File: src/rtl/pe_row_sched.sv
// rtl/pe_row_sched.sv - weight-stationary 8-PE row sequencer: weight load, input skew, result realignment
module pe_row_sched #(
    parameter int WEIGHT_BW      = 8,
    parameter int DATA_BW        = 8,
    parameter int PARTIAL_SUM_BW = 19,
    parameter int MATRIX_SIZE    = 8,
    parameter int RESULT_LAT     = MATRIX_SIZE,
    parameter int CNT_BW         = 8
) (
    input  logic                               clk,
    input  logic                               rstn,
    input  logic                               start,
    input  logic [CNT_BW-1:0]                  num_vec,
    input  logic [MATRIX_SIZE*WEIGHT_BW-1:0]   w_in,
    input  logic                               in_valid,
    output logic                               in_ready,
    input  logic [MATRIX_SIZE*DATA_BW-1:0]     in_data,
    output logic                               we_rl,
    output logic [MATRIX_SIZE*WEIGHT_BW-1:0]   weights,
    output logic [MATRIX_SIZE*DATA_BW-1:0]     din,
    input  logic [PARTIAL_SUM_BW-1:0]          result,
    output logic                               out_valid,
    output logic [PARTIAL_SUM_BW-1:0]          out_data,
    output logic                               busy,
    output logic                               done
);

    typedef enum logic [2:0] {
        S_IDLE,
        S_LOAD_W,
        S_STREAM,
        S_DRAIN,
        S_DONE
    } state_t;

    state_t                state;
    state_t                nxt_state;
    logic [CNT_BW-1:0]     rem_cnt;
    logic [RESULT_LAT:0]   tag_pipe;
    logic                  accept;
    logic                  job_start;

    assign accept    = in_valid & in_ready;
    assign job_start = (state == S_IDLE) && start;

    // State register
    always_ff @(posedge clk or negedge rstn) begin
        if (!rstn) begin
            state <= S_IDLE;
        end else begin
            state <= nxt_state;
        end
    end

    // Next-state logic; DRAIN waits until the last tagged vector has left the tag pipe
    always_comb begin
        nxt_state = state;
        case (state)
            S_IDLE:   if (start) nxt_state = S_LOAD_W;
            S_LOAD_W: nxt_state = (rem_cnt == '0) ? S_DONE : S_STREAM;
            S_STREAM: if (accept && (rem_cnt == CNT_BW'(1))) nxt_state = S_DRAIN;
            S_DRAIN:  if (tag_pipe == '0) nxt_state = S_DONE;
            S_DONE:   nxt_state = S_IDLE;
            default:  nxt_state = S_IDLE;
        endcase
    end

    // Output decode; in_ready is forced low once the job's vectors are all taken
    always_comb begin
        in_ready = (state == S_STREAM) && (rem_cnt != '0);
        we_rl    = (state == S_LOAD_W);
        busy     = (state != S_IDLE);
        done     = (state == S_DONE);
    end

    // Job parameters: weights and remaining-vector count captured on an accepted start
    always_ff @(posedge clk or negedge rstn) begin
        if (!rstn) begin
            weights <= '0;
            rem_cnt <= '0;
        end else if (job_start) begin
            weights <= w_in;
            rem_cnt <= num_vec;
        end else if (accept) begin
            rem_cnt <= rem_cnt - CNT_BW'(1);
        end
    end

    // Tag pipe: marks real vectors, aligned to lane-0 timing plus the chain latency
    always_ff @(posedge clk or negedge rstn) begin
        if (!rstn) begin
            tag_pipe <= '0;
        end else begin
            tag_pipe <= {tag_pipe[RESULT_LAT-1:0], accept};
        end
    end

    assign out_valid = tag_pipe[RESULT_LAT];
    assign out_data  = out_valid ? result : '0;

    // Diagonal skew: lane k passes through 1+k registers; bubbles shift in zeros
    for (genvar k = 0; k < MATRIX_SIZE; k++) begin : g_lane
        logic [DATA_BW-1:0] stage [0:k];
        logic [DATA_BW-1:0] lane_in;

        assign lane_in = accept ? in_data[(MATRIX_SIZE-1-k)*DATA_BW +: DATA_BW] : '0;

        // Lane shift register
        always_ff @(posedge clk or negedge rstn) begin
            if (!rstn) begin
                for (int j = 0; j <= k; j++) stage[j] <= '0;
            end else begin
                stage[0] <= lane_in;
                for (int j = 1; j <= k; j++) stage[j] <= stage[j-1];
            end
        end

        assign din[(MATRIX_SIZE-1-k)*DATA_BW +: DATA_BW] = stage[k];
    end

endmodule

File: config.mk
export PLATFORM = sky130hd
export DESIGN_NAME = pe_row_sched
export DESIGN_NICKNAME = d
export VERILOG_FILES = /design/src/rtl/pe_row_sched.sv
export SDC_FILE = /design/constraint.sdc
export NUM_CORES = 1
export LEC_CHECK = 0
export BUFFER_PORTS_ARGS = -buffer_cell sky130_fd_sc_hd__buf_2
export CAP_MARGIN = 20
export CELL_PAD_IN_SITES_DETAIL_PLACEMENT = 1
export CELL_PAD_IN_SITES_GLOBAL_PLACEMENT = 2
export CORE_ASPECT_RATIO = 0.6
export CORE_UTILIZATION = 33
export CTS_CLUSTER_SIZE = 12
export DETAILED_ROUTE_END_ITERATION = 10
export PLACE_DENSITY = 0.75
export SETUP_SLACK_MARGIN = 0.3
export SKIP_LAST_GASP = 1
export SLEW_MARGIN = 20
export SYNTH_ARGS = -nofsm -noshare
export SYNTH_HDL_FRONTEND = slang
export SYNTH_SLANG_ARGS = --single-unit
File: constraint.sdc
create_clock -name clk -period 1.7 [get_ports clk]
set_input_delay 0.085 -clock clk [delete_from_list [all_inputs] [get_ports clk]]
set_output_delay 0.085 -clock clk [all_outputs]
set_load 0.02 [all_outputs]
# Word-level counts from Yosys, hierarchy flattened
# Index checks and enable logic that the tools add are counted.
[op_classes]
muxes = 16
n_addsub = 1
eq_ne = 8
n_lt_le_gt_ge = 0
mul = 0
shift = 0
n_reduce_logical = 10
bitwise = 1
n_div = 0
[ops]
columns = ["operator", "count"]
rows = [
  ["2-to-1 mux 8 bit", 10],
  ["2-to-1 mux 19 bit", 1],
  ["2-to-1 mux 3 bit", 4],
  ["case mux 3 bit (4 select lines)", 1],
  ["zero test 9 bit", 1],
  ["equality test 8 x 1 -> 1 bit, second input constant", 1],
  ["zero test 8 bit", 1],
  ["nonzero test 8 bit", 1],
  ["subtractor 8 x 1 -> 8 bit, second input constant", 1],
  ["equality test 3 x 2 -> 1 bit, second input constant", 2],
  ["!= test 2 bit, second input constant", 3],
  ["equality test 3 x 1 -> 1 bit, second input constant", 1],
  ["equality test 3 bit, second input constant", 1],
  ["logical AND 1 bit", 3],
  ["zero test 3 bit", 1],
  ["AND reduction 3 bit", 1],
  ["nonzero test 3 bit", 1],
  ["nonzero test 2 bit", 1],
  ["bitwise AND 1 bit", 1],
]
[word_totals]
mem_bits_rw = 0
latch_bits = 0
rom_bits = 0
input_bits = 159
register_bits = 372
out_inout_bits = 152
memories = 0

# Longest topological paths before layout
[logic_depth]
ltp_word = 6
ltp_mapped = 7

# Least setup slack after synthesis
# OpenSTA, ideal clock, no wires.
[synth_timing]
path_kind = "register to register"
from = "register rem_cnt[1]"
to = "register rem_cnt[3]"
required_time_ps = 1572
stages_incl_launch_ff = 7
setup_time_ps = 128
t_arrival_ps = 1550
n_path_buf = 0
path_slack_ps = 23
path_cell_list = "dfrtp_1 > inv_1 > ha_1 > or3b_2 > o211ai_1 > xor2_1 > o21ai_0"
[synth_between]
elab_chain_cells = 4
[synth_rtl]
columns = ["element", "line", "text"]
rows = [
  ["start, declared", "38", "logic [CNT_BW-1:0] rem_cnt;"],
  ["start signal, assigned", "83", "rem_cnt <= num_vec;"],
  ["start signal, assigned", "85", "rem_cnt <= rem_cnt - CNT_BW'(1);"],
  ["branches (longest 4 deep; another with subtractor 8 x 1 -> 8 bit)", "n/a", ""],
]
# Parallel ways; which one is timed is not known. The select of a mux whose other input is x is not followed.
# A chain may end at the register's enable or synchronous reset.

# Worst setup path after layout
[layout_timing]
from = "register rem_cnt[0]"
to = "output port in_ready"
[layout_between]
elab_chain_cells = 2
[layout_rtl]
columns = ["element", "line", "text"]
rows = [
  ["nonzero test 8 bit", "70", "in_ready = (state == S_STREAM) && (rem_cnt != '0);"],
  ["logical AND 1 bit", "70", ""],
  ["end, declared", "16", "output logic in_ready,"],
]
# Every way passes these cells.

==> metrics.cfg <==
[pwr]
peakVddDrop_v=0.0007458
power_switching_w=0.008920
leakagePower_nw=9.026
total_power_w=0.02973
swShare_pct=30.00
clockPowerShare_pct=25.3
powerDensity_nw_per_um2=1667
pwr-share-seq_pct=42.2
pwr-share-comb_pct=32.6
internal_power_w=0.02081

[finish]
fin_area_um2=17830
drive_above_1_share_pct=53.72
final_cells=1657
area_growth_pct=54.07
nets=1345
fill_cells=3347

[min_path]
min_path_type=input pin to asynchronous set/reset pin

[floorplanning]
start_util_pct=33.95
design.die.area_um2=35850
io_pins=311
die_h_um=147.1
core_um2=34090
die_x_um=243.8
rows=52

[synth]
synthTopCellsByArea=dfrtp_1 (80%), mux2_2 (6.2%), and2_1 (4.5%)
yosysWarnings=0
synth_nets=825
yosysTopAreaCellShare_pct=80.43
ys_seq_area_share_pct=80.43
synth-edff-count=0
syn_inst=664
synth_seq_cells=372
synth_flop_cell=dfrtp_1
synthArstFlopShare_pct=100.0
synth_cell_types=42
synth.avg_cell_area_um2=17.43
syn_area_um2=11570
yosysTopAreaCell=dfrtp_1

[placed_design]
dp_hpwl_um=16970
placed_area_um2=13750
place_ws_ns=0.01826
placed_cells=1389
numPortBuffers=310
gp_congestion=0.7524

[global_routing]
track_usage_pct=17.23
grt_pass1_vias=8218
antenna_found_initial=1
gr-total-overflow=0
grt_max_degree=59
grt_pass1_wl_um=47070

[sta]
worstMarginPinSlew_ns=0.5322
drv_slew=0
fmax_ghz=0.5034
maxSlewHeadroom_pct=64.19
finalSetupViolCount=131
rsz0062_at_grt=yes
fin_crit_ns=1.986
finalWorstSetupSlack_ns=-0.2863
hold_violations=0
min_period_over_period_pct=116.8
finalClockSkew_ns=0.01220

[setup_path]
cp_max_fo=2
worstPathRequired_ns=1.62
worstSetupPathType=flop to primary output
arrival_ns=1.90
cp-start-kind=flop
cp-end-kind=primary output

[routing]
vias=6957
routedWlPerCell_um=18.21
routed_wl_um=30170
final_antenna_net_count=0
dr.pass1.iters=4
wl_met2_um=15790
dr.max_layer_used=met4
remaining_drc_errors=0
met3_length_um=1528
drt-met1-wl_um=12300
drtIter0Drc=200
viasPerCell=4.199

[clock_network]
cts_buffers=38
cts_tree=yes
htree_levels=2
clkLatencyLatePin_ns=0.52
cts-root-buf=clkbuf_16
clk_pin_slew_ns=0.06
cts_max_path_buffers=3
clock_sinks=372

[outcome]
status=finished with violations
violations=setup timing

[run]
maxCapViolCount=0

==> placed cells by master, fill, tap and decap left out, types with 3 or more instances in the layout <==
| master | count |
|---|---|
| nand2_1 | 4 |
| o21ai_1 | 3 |
| buf_8 | 8 |
| dfrtp_2 | 4 |
| buf_2 | 285 |
| buf_4 | 39 |
| nand3_1 | 3 |
| clkbuf_16 | 39 |
| nor4_1 | 3 |
| and2_4 | 83 |
| dfrtp_1 | 368 |
| buf_16 | 13 |
| buf_12 | 18 |
| nor3b_4 | 3 |
| buf_6 | 55 |
| inv_2 | 3 |
| nand4_1 | 3 |
| nor3_2 | 4 |
| clkbuf_1 | 9 |
| dlygate4sd3_1 | 138 |
| mux2_4 | 64 |
==> synth_stat cells (all sizes together) (3+ instances only) <==
| master | instances |
|---|---|
| a21oi | 4 |
| and2 | 83 |
| buf | 69 |
| clkbuf | 7 |
| dfrtp | 372 |
| inv | 5 |
| mux2 | 64 |
| nand2 | 8 |
| nand3 | 4 |
| nand4 | 3 |
| nor2 | 3 |
| nor3 | 7 |
| nor3b | 3 |
| nor4 | 4 |
| o21ai | 4 |
==> timing repair <==
item | 4_1_cts | 5_1_grt
pin swaps | 38 | 19
gates cloned | 16 | 0
hold buffers | 138 | 0
setup endpoints to repair | 163 | 164
resized for setup | 194 | 48
endpoints found under the hold margin | 457 | 0
setup buffers | 46 | 14
==> kinds of logic after synthesis <==
group | synth area share [%]
AO/OA/AOI/OAI | 1.059
XOR/XNOR | 0.1514
adder cells (fa/ha/maj) | 0.2162
buffers and inverters | 4.865
flip-flops | 80.43
multiplexers | 6.314
AND/OR/NAND/NOR | 6.962
==> layout make-up <==
cell class / instances / area [um^2] / share of cell area, %
Timing Repair Buffer: 556 / 4558 / 25.56
Tap cell: 459 / 574.3 / 3.221
Clock buffer: 49 / 1023 / 5.740
Inverter: 5 / 18.77 / 0.1053
Antenna cell: 1 / 2.502 / 0.01403
Multi-Input combinational cell: 211 / 2295 / 12.87
Clock inverter: 4 / 45.04 / 0.2526
Sequential cell: 372 / 9314 / 52.23
==> power groups by stage <==
stage / Clock (W) / Sequential, W / Combinational [W]
6_report: 0.00752 / 0.0125 / 0.00968
5_1_grt: 0.00818 / 0.0128 / 0.0102
4_1_cts: 0.00780 / 0.0125 / 0.00920
3_5_place_dp: 0 / 0.0126 / 0.00665
3_3_place_gp: 0 / 0.0125 / 0.00650
2_1_floorplan: 0 / 0.0134 / 0.00354
==> worst max-delay path, stage by stage (launching register included) <==
cell and delay, ns:
dfrtp_1 0.39, inv_2 0.08, ha_4 0.13, nor3b_4 0.22
buf_6 0.14, nand2_4 0.04, and4b_2 0.23, buf_6 0.14
==> final timing paths <==
path | start | to | slack [ns] | cells after the start
min in group clk | num_vec[4] | rem_cnt[4] | 0.30 | 4
max reg2reg | rem_cnt[0] | state[0] | -0.21 | 11
max in group asynchronous | rstn | weights[21] | 0.86 | 3
min | rstn | din[30] | 0.11 | 2
max | rem_cnt[0] | in_ready | -0.29 | 7
min reg2reg | g_lane[7].stage[61] | g_lane[7].stage[53] | 0.34 | 0
==> through the flow <==
step / utilization, % / hold slack, ns / setup TNS (ns)
2_1_floorplan: - / -0.2106 / 0
3_3_place_gp: 40.34 / 0.06920 / 0
5_1_grt: 52.30 / 0.1270 / -22.29
6_report: 52.30 / 0.1076 / -13.36
4_1_cts: 51.45 / 0.1069 / -5.339
3_5_place_dp: 40.34 / 0.07195 / 0
==> layer usage <==
layer  up-vias  global-route usage (%)
met5         -                       0
met1      3575                   21.62
met4         0                   4.750
li1       3140                       -
met3        46                   4.311
met2       196                   29.69
==> sequential cells by signal (all words and copies together) (netlist names) <==
signal        cells
weights          64
g_lane.stage    232
state             3
rem_cnt           8
tag_pipe          9
din              56
Power figures use the tool's default switching activity.
